### src/rtl/hazard_unit_pkg.sv
// Shared MIPS ISA constants, instruction field positions and pipeline shadow payloads
// for the hazard tracker.
package hazard_unit_pkg;

    localparam int unsigned XLEN    = 32;
    localparam int unsigned REG_W   = 5;
    localparam int unsigned OPC_W   = 6;
    localparam int unsigned FWD_W   = 2;
    localparam int unsigned OPC_LSB = 26;
    localparam int unsigned RS_LSB  = 21;
    localparam int unsigned RT_LSB  = 16;

    typedef logic [REG_W-1:0] reg_t;
    typedef logic [OPC_W-1:0] opc_t;
    typedef logic [FWD_W-1:0] fwd_t;

    localparam opc_t OPC_SPECIAL = 6'h00;
    localparam opc_t OPC_REGIMM  = 6'h01;
    localparam opc_t OPC_J       = 6'h02;
    localparam opc_t OPC_JAL     = 6'h03;
    localparam opc_t OPC_BEQ     = 6'h04;
    localparam opc_t OPC_BNE     = 6'h05;
    localparam opc_t OPC_BLEZ    = 6'h06;
    localparam opc_t OPC_BGTZ    = 6'h07;
    localparam opc_t OPC_ADDI    = 6'h08;
    localparam opc_t OPC_ADDIU   = 6'h09;
    localparam opc_t OPC_SLTI    = 6'h0A;
    localparam opc_t OPC_SLTIU   = 6'h0B;
    localparam opc_t OPC_ANDI    = 6'h0C;
    localparam opc_t OPC_ORI     = 6'h0D;
    localparam opc_t OPC_XORI    = 6'h0E;
    localparam opc_t OPC_LUI     = 6'h0F;
    localparam opc_t OPC_LB      = 6'h20;
    localparam opc_t OPC_LH      = 6'h21;
    localparam opc_t OPC_LW      = 6'h23;
    localparam opc_t OPC_LBU     = 6'h24;
    localparam opc_t OPC_LHU     = 6'h25;
    localparam opc_t OPC_SB      = 6'h28;
    localparam opc_t OPC_SH      = 6'h29;
    localparam opc_t OPC_SW      = 6'h2B;

    localparam logic [5:0] FUN_SLL = 6'h00;
    localparam logic [5:0] FUN_JR  = 6'h08;
    localparam logic [5:0] FUN_ADD = 6'h20;
    localparam logic [5:0] FUN_SUB = 6'h22;

    localparam reg_t RT_BLTZ = 5'h00;
    localparam reg_t RT_BGEZ = 5'h01;

    localparam fwd_t FWD_RF  = 2'b00;
    localparam fwd_t FWD_MEM = 2'b01;
    localparam fwd_t FWD_WB  = 2'b10;

    // EX shadow: destination, load flag and the sources actually read
    typedef struct packed {
        reg_t dst;
        logic ld;
        reg_t rs;
        reg_t rt;
    } ex_stage_t;

    typedef struct packed {
        reg_t dst;
        logic ld;
    } mem_stage_t;

endpackage

### src/rtl/hazard_src_decode.sv
// Opcode-only decode of which source registers an instruction reads and whether it loads.
module hazard_src_decode
    import hazard_unit_pkg::*;
(
    input  opc_t opc,
    output logic uses_rs,
    output logic uses_rt,
    output logic is_load
);

    always_comb begin
        uses_rs = 1'b0;
        uses_rt = 1'b0;
        is_load = 1'b0;
        case (opc)
            // SPECIAL is treated as reading rt even for JR and shifts
            OPC_SPECIAL, OPC_BEQ, OPC_BNE, OPC_SB, OPC_SH, OPC_SW: begin
                uses_rs = 1'b1;
                uses_rt = 1'b1;
            end
            OPC_REGIMM, OPC_BLEZ, OPC_BGTZ, OPC_ADDI, OPC_ADDIU,
            OPC_SLTI, OPC_SLTIU, OPC_ANDI, OPC_ORI, OPC_XORI: begin
                uses_rs = 1'b1;
            end
            OPC_LB, OPC_LBU, OPC_LH, OPC_LHU, OPC_LW: begin
                uses_rs = 1'b1;
                is_load = 1'b1;
            end
            default: begin
                uses_rs = 1'b0;
            end
        endcase
    end

endmodule

### src/rtl/hazard_unit.sv
// Load-use stall, EX operand forwarding and memory-wait freeze for the 5-stage MIPS pipe,
// with a saturating count of lost cycles.
module hazard_unit
    import hazard_unit_pkg::*;
#(
    parameter int unsigned CNT_W = 32
) (
    input  logic             clk,
    input  logic             rst_n,
    input  logic [XLEN-1:0]  id_instruction,
    input  logic             id_valid,
    input  logic [REG_W-1:0] id_write_reg,
    input  logic             mem_ready,
    input  logic             flush,
    output logic             stall,
    output logic             freeze,
    output logic [FWD_W-1:0] fwd_a,
    output logic [FWD_W-1:0] fwd_b,
    output logic [CNT_W-1:0] stall_cycles
);

    ex_stage_t  ex_q;
    ex_stage_t  ex_nxt;
    mem_stage_t mem_q;
    reg_t       wb_dst;

    opc_t id_opc;
    reg_t id_rs;
    reg_t id_rt;
    logic uses_rs;
    logic uses_rt;
    logic is_load;
    logic hazard;
    logic unused_imm;

    assign id_opc     = id_instruction[OPC_LSB +: OPC_W];
    assign id_rs      = id_instruction[RS_LSB +: REG_W];
    assign id_rt      = id_instruction[RT_LSB +: REG_W];
    assign unused_imm = ^id_instruction[RT_LSB-1:0];

    hazard_src_decode u_decode (
        .opc     (id_opc),
        .uses_rs (uses_rs),
        .uses_rt (uses_rt),
        .is_load (is_load)
    );

    // A load in EX whose destination is read by ID cannot forward in time
    assign hazard = id_valid & ex_q.ld & (ex_q.dst != '0)
                  & ((uses_rs & (id_rs == ex_q.dst)) | (uses_rt & (id_rt == ex_q.dst)));
    assign stall  = hazard & ~flush & mem_ready;
    assign freeze = ~mem_ready;

    always_comb begin
        ex_nxt = '0;
        if (!(stall | flush | ~id_valid)) begin
            ex_nxt.dst = id_write_reg;
            ex_nxt.ld  = is_load;
            ex_nxt.rs  = uses_rs ? id_rs : '0;
            ex_nxt.rt  = uses_rt ? id_rt : '0;
        end
    end

    // MEM wins over WB; a load result in MEM is never a legal forward source
    always_comb begin
        fwd_a = FWD_RF;
        fwd_b = FWD_RF;
        if ((ex_q.rs != '0) && (ex_q.rs == mem_q.dst) && !mem_q.ld) begin
            fwd_a = FWD_MEM;
        end else if ((ex_q.rs != '0) && (ex_q.rs == wb_dst)) begin
            fwd_a = FWD_WB;
        end
        if ((ex_q.rt != '0) && (ex_q.rt == mem_q.dst) && !mem_q.ld) begin
            fwd_b = FWD_MEM;
        end else if ((ex_q.rt != '0) && (ex_q.rt == wb_dst)) begin
            fwd_b = FWD_WB;
        end
    end

    always_ff @(posedge clk or negedge rst_n) begin
        if (!rst_n) begin
            ex_q   <= '0;
            mem_q  <= '0;
            wb_dst <= '0;
        end else if (mem_ready) begin
            wb_dst    <= mem_q.dst;
            mem_q.dst <= ex_q.dst;
            mem_q.ld  <= ex_q.ld;
            ex_q      <= ex_nxt;
        end
    end

    always_ff @(posedge clk or negedge rst_n) begin
        if (!rst_n) begin
            stall_cycles <= '0;
        end else if ((stall | freeze) && (stall_cycles != {CNT_W{1'b1}})) begin
            stall_cycles <= stall_cycles + CNT_W'(1);
        end
    end

endmodule

### config.mk
export PLATFORM = sky130hd
export DESIGN_NAME = hazard_unit
export DESIGN_NICKNAME = d
export VERILOG_FILES = /design/src/rtl/hazard_unit_pkg.sv /design/src/rtl/hazard_src_decode.sv /design/src/rtl/hazard_unit.sv
export SDC_FILE = /design/constraint.sdc
export NUM_CORES = 1
export LEC_CHECK = 0
export ABC_AREA = 0
export CAP_MARGIN = 20
export CORE_UTILIZATION = 45
export CTS_BUF_LIST = sky130_fd_sc_hd__clkbuf_8
export CTS_CLUSTER_SIZE = 12
export DETAILED_ROUTE_END_ITERATION = 6
export GPL_ROUTABILITY_DRIVEN = 0
export HOLD_SLACK_MARGIN = 0.12
export PLACE_DENSITY = 0.87
export SETUP_SLACK_MARGIN = 0.15
export SLEW_MARGIN = 20
export SYNTH_ARGS = -nofsm -noshare
export SYNTH_HDL_FRONTEND = slang
export SYNTH_HIERARCHICAL = 1
export SYNTH_SLANG_ARGS = --single-unit
### constraint.sdc
create_clock -name clk -period 2.4 [get_ports clk]
set_input_delay 0.48 -clock clk [delete_from_list [all_inputs] [get_ports clk]]
set_output_delay 0.48 -clock clk [all_outputs]
set_load 0.02 [all_outputs]
==> results of run 1 <==
-- state kept, by name (all words and copies together) (netlist names) --
signal,count
stall_cycles,32
wb_dst,5
ex_q,16
mem_q,6
-- layout by cell type (no fill, tap or decap), drive strengths merged --
| master | Yosys | final |
|---|---|---|
| nand4 | 14 | 14 |
| nor2 | 11 | 11 |
| nand2b | 1 | 1 |
| clkinvlp | 0 | 2 |
| nand3 | 14 | 14 |
| nor4 | 9 | 9 |
| inv | 7 | 8 |
| bufinv | 0 | 2 |
| o21ai | 1 | 1 |
| a32o | 10 | 10 |
| and2b | 1 | 1 |
| dfrtp | 59 | 59 |
| clkbuf | 3 | 13 |
| and3 | 6 | 6 |
| dlymetal6s2s | 0 | 1 |
| nor3 | 8 | 8 |
| nor4b | 1 | 1 |
| buf | 4 | 63 |
| a21oi | 3 | 3 |
| o221ai | 1 | 1 |
| a221oi | 1 | 1 |
| a22o | 6 | 6 |
| nand2 | 19 | 19 |
| mux2 | 11 | 11 |
| xnor2 | 41 | 41 |
| o22ai | 1 | 1 |
| or3 | 1 | 1 |
| ha | 1 | 1 |
| a211o | 1 | 1 |
| or4 | 6 | 6 |
| nor2b | 1 | 1 |
| clkdlybuf4s50 | 0 | 51 |
| o211ai | 1 | 1 |
| o211a | 1 | 1 |
| and2 | 5 | 5 |
| a21o | 1 | 1 |
| a32oi | 1 | 1 |
| xor2 | 20 | 20 |
-- repair_timing --
action,in CTS,in global routing
gates resized for setup,73,67
setup buffers,11,6
endpoints found under the setup margin,52,30
hold endpoints to repair,0,0
pin swaps,25,26
-- path summary, 6_finish.rpt --
path                                         end  slack (ns)  cells after the start
worst max-delay path                    fwd_a[1]       -0.11                      7
worst min-delay path            stall_cycles[17]        0.15                      1
worst max register to register   stall_cycles[9]       -0.03                      9
worst min register to register  stall_cycles[14]        0.50                      1
max in group asynchronous              wb_dst[3]        1.65                      2
min in group clk                stall_cycles[14]        0.50                      1
-- layout make-up --
class / instances / share of cell area, %
sequential: 59 / 30.52
timing repair buffer: 117 / 22.68
tap: 77 / 1.987
multi-input combinational: 198 / 39.42
clock buffer: 11 / 3.122
inverter: 7 / 0.5418
clock inverter: 5 / 1.729
-- per-layer routing --
metal / vias to the layer above / wire [um] / track usage (%)
met3: 56 / 812 / 4.748
met5: - / 0 / 0
met1: 1473 / 4250 / 34.99
met2: 221 / 5349 / 43.37
li1: 1228 / - / -
met4: 0 / 418 / 9.718
-- kinds of logic (layout without fill, tap and decap cells) --
| logic type | count (synthesis) | count (layout) | share of synthesized area (%) |
|---|---|---|---|
| AOI/OAI and AO/OA | 28 | 28 | 8.923 |
| adders and majority gates | 1 | 1 | 0.4130 |
| DFF | 59 | 59 | 48.74 |
| muxes | 11 | 11 | 4.089 |
| and+or+nand+nor | 97 | 97 | 17.51 |
| buffers and inverters | 14 | 140 | 2.684 |
| xor gates and xnor gates | 61 | 61 | 17.64 |
-- worst max-delay path: cells and delay by family, from the launching register on --
kind	cells	cell delay [ns]
AND/OR/NAND/NOR	4	0.82
buffers and inverters	3	0.46
flip-flops	1	0.39
-- per-stage QoR --
stage	hold slack [ns]	instances
final	0.1460	474
after floorplan	0.1844	271
after CTS	0.1661	468
after detailed placement	0.4889	441
after global placement	0.4819	441
after global routing	0.1932	474
-- power by group through the flow --
| stage | clock (W) | sequential [W] | combinational (W) |
|---|---|---|---|
| 2_1_floorplan | 0 | 0.00123 | 0.000213 |
| 3_3_place_gp | 0 | 0.00118 | 0.000533 |
| 3_5_place_dp | 0 | 0.00118 | 0.000546 |
| 4_1_cts | 0.00107 | 0.00117 | 0.000582 |
| 5_1_grt | 0.00114 | 0.00119 | 0.000693 |
| 6_report | 0.00110 | 0.00119 | 0.000658 |
==> impl_metrics.ini, run 1 <==
[synthesis]
synth-seq-area-share_pct = 48.74
yosysTopAreaCell = dfrtp_1
synthCells = 271
syn_nets = 314
synth_top_cells_by_count = 59 x dfrtp_1, 41 x xnor2_1, 20 x xor2_1
synth.most_common_cell = dfrtp_1
synthDistinctLibCells = 43
yosys_warnings = 6
yosys-top-cells-area = dfrtp_1 49%, xnor2_1 12%, xor2_1 5.8%, mux2_2 4.1%, a32o_2 3.7%
synth_flop_cell = dfrtp_1
syn-cell-area_um2 = 3029
syn_area_per_cell_um2 = 11.18
ys_seq_elements = 59
synth_edf_count = 0
synth_top_cell_area_share_pct = 48.74
async_flop_share_pct = 100.0

[placed_design]
placed_cell_area_um2 = 4060
io_buffer_count = 63
pre_cts_ws_ns = -0.7841
hpwl_um = 5717

[floorplan]
core_um2 = 6422
ios = 80
dieArea_um2 = 7064
die_w_um = 84.05
start_util_pct = 47.17
row_count = 29
die_y_um = 84.05

[detailed_routing]
totalWireLength_um = 10830
ant_nets = 0
first_iter_violations = 300
firstDrtPassIters = 7
vias_per_cell = 6.283
wl_per_cell_um = 22.85
drc = 2
num_vias = 2978

[cts]
clk_latency_ns = 0.35
root_buffer = clkbuf_8
cts.sinks = 59
path_clk_slew_ns = 0.08
cts_made_buffers = 9
cts_tree = yes
clockBufferDepth = 2
ctsHoldBuffers = 0
htree_levels = 3

[power]
power_frac_comb_pct = 22.3
pwr-share-clk_pct = 37.3
peakVddDrop_uv = 572.4
leakage_nw = 2.234
p_switching_w = 0.0009039
seqPwrFrac_pct = 40.4
power.total_w = 0.002950
netSwitchingFraction_pct = 30.64
p_per_area_nw_per_um2 = 608.2
internal-power_w = 0.002046

[timing]
slew_headroom_pct = 58.08
fin_tns_setup_ns = -0.2647
rsz0062_at_grt = yes
skew_ns = 0.01035
final-hold-violation-count = 0
tightest_slew_ns = 0.6288
finalCriticalPeriod_ns = 2.508
timing.final.ws_setup_ns = -0.1078
slew_viol_final = 0
setup_viol = 4
post-route-period-util_pct = 104.5
max_freq_mhz = 398.8

[grt]
grt_max_degree = 35
grt-ovfl-total = 0
antenna_found_initial = 0
grt_pass1_wl_um = 14460
grt_pass1_vias = 2791
grt.total_usage_pct = 26.42

[final_layout]
fin_nets = 435
antennaDiodeCount = 0
final_cell_area_um2 = 4850
fin_util_pct = 75.51
multi_input_area_um2 = 1912
syn2layout_area_growth_pct = 60.10
final-seq-area_um2 = 1480
fillers = 350
drive_gt1_share_pct = 42.57

[critical_path]
start_kind = flip-flop
crit_top_cell = buf_4
critPathKind = reg2out
crit_fanout = 2
worst_setup_path_end_kind = output port
cpPeakStageDelay_ns = 0.50
crit_chain = buf_4 > or4_4 > nor2_4 > nor4_2 > buf_4 > nor4_2 > buf_4
critical_path.startpoint = ex_q[8]
crit_required_ns = 1.92
arrival_ns = 2.03
r2r_start = stall_cycles[20]
critical-path-slowest-cell = or4_4

[flow_run]
drv_cap = 0

[worst_hold_path]
hp-class = in2async

[outcome]
failed_checks = DRC, setup timing
status = finished, violations left
Power figures use the tool's default switching activity.
==> inputs of run 2 (changes only) <==
==> constraint.sdc (replaced) <==
create_clock -name clk -period 2.4 [get_ports clk]
set_input_delay 0.48 -clock clk [delete_from_list [all_inputs] [get_ports clk]]
set_output_delay 0.48 -clock clk [all_outputs]
set_load 0.005 [all_outputs]
==> run 2 against run 1 <==
Compared with the run above: the run still ends with DRC, setup timing left; register-to-register slack improved by 0.19 ns; die area is the same; routed wire length fell by 18%; critical endpoint is now fwd_b[1]; setup slack improved by 0.059 ns; power shrank 11%; critical path depth decreased by 2; utilization decreased by 3.1 points; combinational power is 17% lower.
==> impl_metrics.ini, run 2 (synthesis gave the netlist of run 1 again) <==
[detailed_routing]
wl_per_cell_um = 18.78
vias_per_cell = 5.668
ant_nets = 0
num_vias = 2681
first_iter_violations = 175
drc = 6
totalWireLength_um = 8882
firstDrtPassIters = 6

[final_layout]
layout_common_cells = 57 x dfrtp_1, 42 x clkdlybuf4s50_1, 40 x buf_4
fin_nets = 434
largest_register = stall_cycles
fillers = 414
syn2layout_area_growth_pct = 53.53
drive_gt1_share_pct = 35.86
antennaDiodeCount = 0
layout_commonest_cell = dfrtp_1
largest_reg_flops = 32
reg.largest.list = stall_cycles: 32 flops, ex_q: 16 flops, mem_q: 6 flops
final_cells = 473

[critical_path]
critPathKind = reg2out
r2r_slack_ns = 0.16
worst_setup_path_end_kind = output port
r2r-end = stall_cycles[27]
critical-path-slowest-cell = or4_4
crit_fanout = 3
rr_worst_depth = 10
arrival_ns = 1.97
r2r_start = ex_q[12]
worst-path-buf-inv = 2
start_kind = flip-flop
crit_required_ns = 1.92
cp_top_family = simple AND/OR/NAND/NOR gates
crit_chain = buf_6 > xor2_1 > or4_4 > nor4_4 > buf_2
cpPeakStageDelay_ns = 0.51

[floorplan]
die_w_um = 84.05
core_um2 = 6422
ios = 80
dieArea_um2 = 7064
row_count = 29
start_util_pct = 47.17
die_y_um = 84.05

[placed_design]
hpwl_um = 5519
pre_cts_ws_ns = -0.6875
io_buffer_count = 63
dp.cells = 439

[cts]
htree_levels = 3
ctsHoldBuffers = 0
cts_made_buffers = 9
cts.sinks = 59
path_clk_slew_ns = 0.07
clk_latency_ns = 0.33
cts_tree = yes
root_buffer = clkbuf_8
clockBufferDepth = 2

[timing]
holdWs_ns = 0.1526
rsz0062_at_grt = yes
final-hold-violation-count = 0
finalCriticalPeriod_ns = 2.449
max_freq_mhz = 408.3
slew_viol_final = 0
timing.final.ws_setup_ns = -0.04890
tightest_slew_ns = 0.6127
setup_viol = 1
skew_ns = 0.01231
post-route-period-util_pct = 102.0
slew_headroom_pct = 59.16

[outcome]
failed_checks = DRC, setup timing
status = finished, violations left

[grt]
grt_pass1_wl_um = 13290
use_met2_pct = 40.09
antenna_found_initial = 0
grt-ovfl-total = 0
grt_max_degree = 35
grt_pass1_vias = 2668
top_usage_layer = met2
grtUsageMet1_pct = 31.33
grt.total_usage_pct = 24.43
grtUsageMet3_pct = 4.154

[power]
p_per_area_nw_per_um2 = 563.0
peakVddDrop_uv = 497.9
power.total_w = 0.002618
leakage_nw = 2.192

[flow_run]
drv_cap = 0

[worst_hold_path]
hp-class = in2async
==> run 2: changes by cell type in the layout (fill, tap and decap cells not counted), sizes merged <==
cell,change
bufinv,-1
clkbuf,-2
clkdlybuf4s50,-9
clkinv,+1
dlygate4sd2,+1
dlymetal6s2s,+8
inv,+1
==> run 2: how the worst max path moves through the flow <==
stage	cells after the start	startpoint	end	slack, ns
detailed placement	8	id_instruction[28]	stall	-0.69
CTS	5	ex_q[4]	fwd_b[1]	-0.02
floorplan	7	id_instruction[27]	stall_cycles[5]	0.12
global placement	8	id_instruction[28]	stall	-0.60
global route	5	ex_q[4]	fwd_b[1]	-0.11
finish	5	ex_q[4]	fwd_b[1]	-0.05
==> run 2: final cells by class <==
class                      instances  area [um2]  share of cell area (%)
sequential                        59        1479                   31.80
timing repair buffer             116        1112                   23.92
tap                               77       96.34                   2.072
inverter                           7       28.78                  0.6188
clock inverter                     6       57.56                   1.238
clock buffer                      10       137.6                   2.959
multi-input combinational        198        1739                   37.40
==> run 2: power breakdown <==
group / internal [W] / switching (W) / leakage, nW
combinational: 0.000316 / 0.000233 / 1.31
sequential: 0.00107 / 0.000107 / 0.785
clock: 0.000498 / 0.000394 / 0.101
==> run 2: timing repair <==
item,CTS,global route
pin swaps,18,25
setup endpoints to repair,53,35
buffers inserted,10,8
resized for setup,64,53
gates cloned,0,0
==> run 2: per-layer routing <==
metal | wire length [um] | part of all wire (%)
met2 | 4494 | 51
met4 | 311 | 3.5
met3 | 421 | 4.7
met1 | 3654 | 41
met5 | 0 | 0
==> run 2: through the flow <==
step                      area (um2)  TNS [ns]  util, %
final                           4651  -0.04890    72.41
after global routing            4651   -0.1723    72.41
after CTS                       4357  -0.03306    67.84
after detailed placement        4006    -21.16    62.38
after global placement          4006    -17.23    62.38
after floorplan                 3064         0        -
==> variant: new RTL, flow settings as in run 2 <==
The package constant `FWD_W` goes from 2 to 3.
--- a/src/rtl/hazard_unit_pkg.sv
+++ b/src/rtl/hazard_unit_pkg.sv
@@ -5,7 +5,7 @@
     localparam int unsigned XLEN    = 32;
     localparam int unsigned REG_W   = 5;
     localparam int unsigned OPC_W   = 6;
-    localparam int unsigned FWD_W   = 2;
+    localparam int unsigned FWD_W   = 3;
     localparam int unsigned OPC_LSB = 26;
     localparam int unsigned RS_LSB  = 21;
     localparam int unsigned RT_LSB  = 16;
Ports: changed (resized fwd_a and fwd_b); port bits go from 80 to 82. The function was not compared with the original's and may differ.
==> variant against run 2 <==
- the run still ends with DRC, setup timing left
- non-clock buffer count fell by 4
- setup slack got worse by 43 ps
- critical endpoint is now fwd_a[1]
- global-route usage rose by 3.0 points
- area after synthesis rose by 0.62%
- final area rose by 4.3%
- sequential cell count did not move
- clock power rose by 22%
- routed wire length rose by 13%
- total power rose by 9.0%
==> variant: results (changes against run 2) <==
Clocking:
- The clock slew at the register clock pins of the worst setup and hold paths is 70 ps (about the same).
- The clock tree buffer depth is 2 (unchanged).
- The clock network latency to the later pin of the worst-skew pair is 350 ps (+20 ps).
- In this run the clock root is driven by a clkbuf_8.

STA:
- The final setup slack of the worst path came to -92.3 ps (-43.4 ps).
- The post-route clock skew is 8.11 ps (-4.19 ps).
- The slew at the pin closest to its max-slew limit is 641 ps (+28.0 ps).
- The highest attainable clock frequency came to 401 MHz (-1.7%).
- The final setup violation count is 3 (+2).
- The setup total negative slack is -171 ps (-122 ps).

Logic synthesis:
- Ranked by total cell area, the synthesized netlist is headed by dfrtp_1 (48%), xnor2_1 (12%), xor2_1 (5.7%).
- The number of unique standard cell types used by synthesis was 45 (+4.7%).
- The share of flip-flops with an asynchronous set or reset came to 100% (unchanged).
- The synthesis warning total came to 6 (unchanged).
- The commonest cells after synthesis are dfrtp_1 (59), xnor2_1 (41), xor2_1 (20), nand2_1 (19).
- In the synthesized netlist the dominant register cell turns out to be dfrtp_1.
- The sequential fraction of the synthesis area is 48.4% (-0.30 points).

Drt:
- The DRC violation total after the first TritonRoute iteration was 230 (+31%).
- The post-detailed-route DRC marker count is 2 (-4).
- The first-pass iteration count of the detailed router is 7 (+1).
- The routed wirelength normalized by instance count is 21.2 um (+13%).
- The number of vias per cell after detailed routing is 6.02 (+6.3%).

Worst setup path:
- The largest driver fanout on the critical path came to 2 (-1).
- The worst reg2reg path depth is 10 (unchanged).
- The largest single stage delay on the critical path is 520 ps.
- The cell with the biggest individual delay on the critical path is or4_4.
- The data arrival time of the critical path came to 2010 ps (+40 ps).

GRT:
- The total routing resource utilization after global routing is 27.4% (+3.0 points).
- The wire length of the first global-routing pass is 14,700 um (+11%).
- The via count of the first global-routing pass is 2,766 (+3.7%).
- The global-route track usage on met1 was 34.4% (+3.1 points).
- The met2 track demand over resource in global routing is 44.9% (+4.8 points).
- The met3 layer usage reported by global route came to 4.33% (+0.17 points).
- The largest net degree at the start of global routing was 33 (-5.7%).

Final layout:
- The count of inserted antenna diode cells is 0 (unchanged).
- In the final layout, the registers with the most flip-flops are stall_cycles: 32 flops, ex_q: 16 flops, mem_q: 6 flops.
- The net count of the finished layout came to 432 (-0.46%).
- The number of fill cells in the layout is 359 (-13%).
- The share of final-layout standard cells stronger than drive strength 1 was 41.1% (+5.3 points).

Status:
- The flow ran to the end, but the final reports show violations.
- The final reports fail on DRC, setup timing.

Placement:
- The area after detailed placement is 4010 um2 (+0.13%).
- The worst slack after detailed placement was -651 ps (+36.5 ps).
- The post-detailed-placement half-perimeter wirelength was 5720 um (+3.6%).
- The total of buffers placed on input and output ports is 63 (unchanged).

Power and ir drop:
- The leakage component of the power is 0.00228 uW (+4.1%).
- The largest voltage drop on the vdd net came to 0.459 mV (-7.9%).
- The power per unit of standard cell area is 589 nW/um2 (+4.5%).
- The switching power was 790 uW (+7.6%).

Worst hold path:
- The worst min-delay path category is input port to async pin.

Die:
- The core region area is 6460 um2 (+0.56%).
## variant: cell types whose count changed after synthesis, sizes merged
cell         run 2  this run
conb             0         1
buf              4         6
## variant: area by class of cell
| cell class | count | area share (%) |
|---|---|---|
| clock inverters | 4 | 1.50 |
| repair buffers | 112 | 22.1 |
| multi-input cells | 200 | 40.1 |
| inverters | 7 | 0.542 |
| flip-flops and latches | 59 | 30.4 |
| clock buffers | 12 | 3.40 |
| well taps | 77 | 1.99 |
## variant: stage by stage
stage | utilization, % | std cells
after floorplan | - | 275
after global placement | 62.1 | 439
after detailed placement | 62.1 | 439
after CTS | 71.0 | 466
after global routing | 75.1 | 471
final | 75.1 | 471
## variant: kinds of logic (layout without fill, tap and decap cells)
logic type | Yosys count | count (layout) | share of synthesized area, %
adder cells (fa/ha/maj) | 1 | 1 | 0.410
flip-flops | 59 | 59 | 48.4
buffers and inverters | 16 | 135 | 3.16
multiplexers | 11 | 11 | 4.06
other | 1 | 2 | 0.123
AO/OA/AOI/OAI | 28 | 28 | 8.87
XOR/XNOR | 61 | 61 | 17.5
AND/OR/NAND/NOR | 97 | 97 | 17.4
## variant: worst max-delay path: cells and delay by family, from the launching register on
kind	cells	cell delay, ps
flops	1	410
simple gates	2	800
xor+xnor	1	150
buf+inv	2	290
## variant: routing by layer
layer	share of wire (%)	vias to the layer above
met5	0	-
met4	4.4	0
met3	6.2	48
met2	50	153
met1	40	1416
li1	-	1220
## variant: power groups by stage
stage	combinational (uW)	sequential [uW]	clock, uW
finish	583	1190	1090
global route	620	1190	1150
global placement	455	1180	0
floorplan	204	1170	0
CTS	530	1170	1080
detailed placement	469	1180	0
## variant: path summary, 6_finish.rpt
check	from	slack, ps	to
setup / recovery	ex_q[9]$_DFFE_PN0P_	-90	fwd_a[1]
hold / removal	rst_n	140	ex_q[11]$_DFFE_PN0P_
setup reg to reg	ex_q[14]$_DFFE_PN0P_	50	stall_cycles[5]$_DFFE_PN0P_
hold reg to reg	stall_cycles[30]$_DFFE_PN0P_	500	stall_cycles[30]$_DFFE_PN0P_
max in group asynchronous	rst_n	1670	stall_cycles[27]$_DFFE_PN0P_
min in group clk	stall_cycles[30]$_DFFE_PN0P_	500	stall_cycles[30]$_DFFE_PN0P_
## variant: what timing repair did
action / 4_1_cts / 5_1_grt
gates resized for setup: 91 / 49
endpoints found under the hold margin: 0 / 0
gates cloned: 1 / 0
buffers inserted: 10 / 5
pin swaps: 41 / 25
setup endpoints to repair: 51 / 34
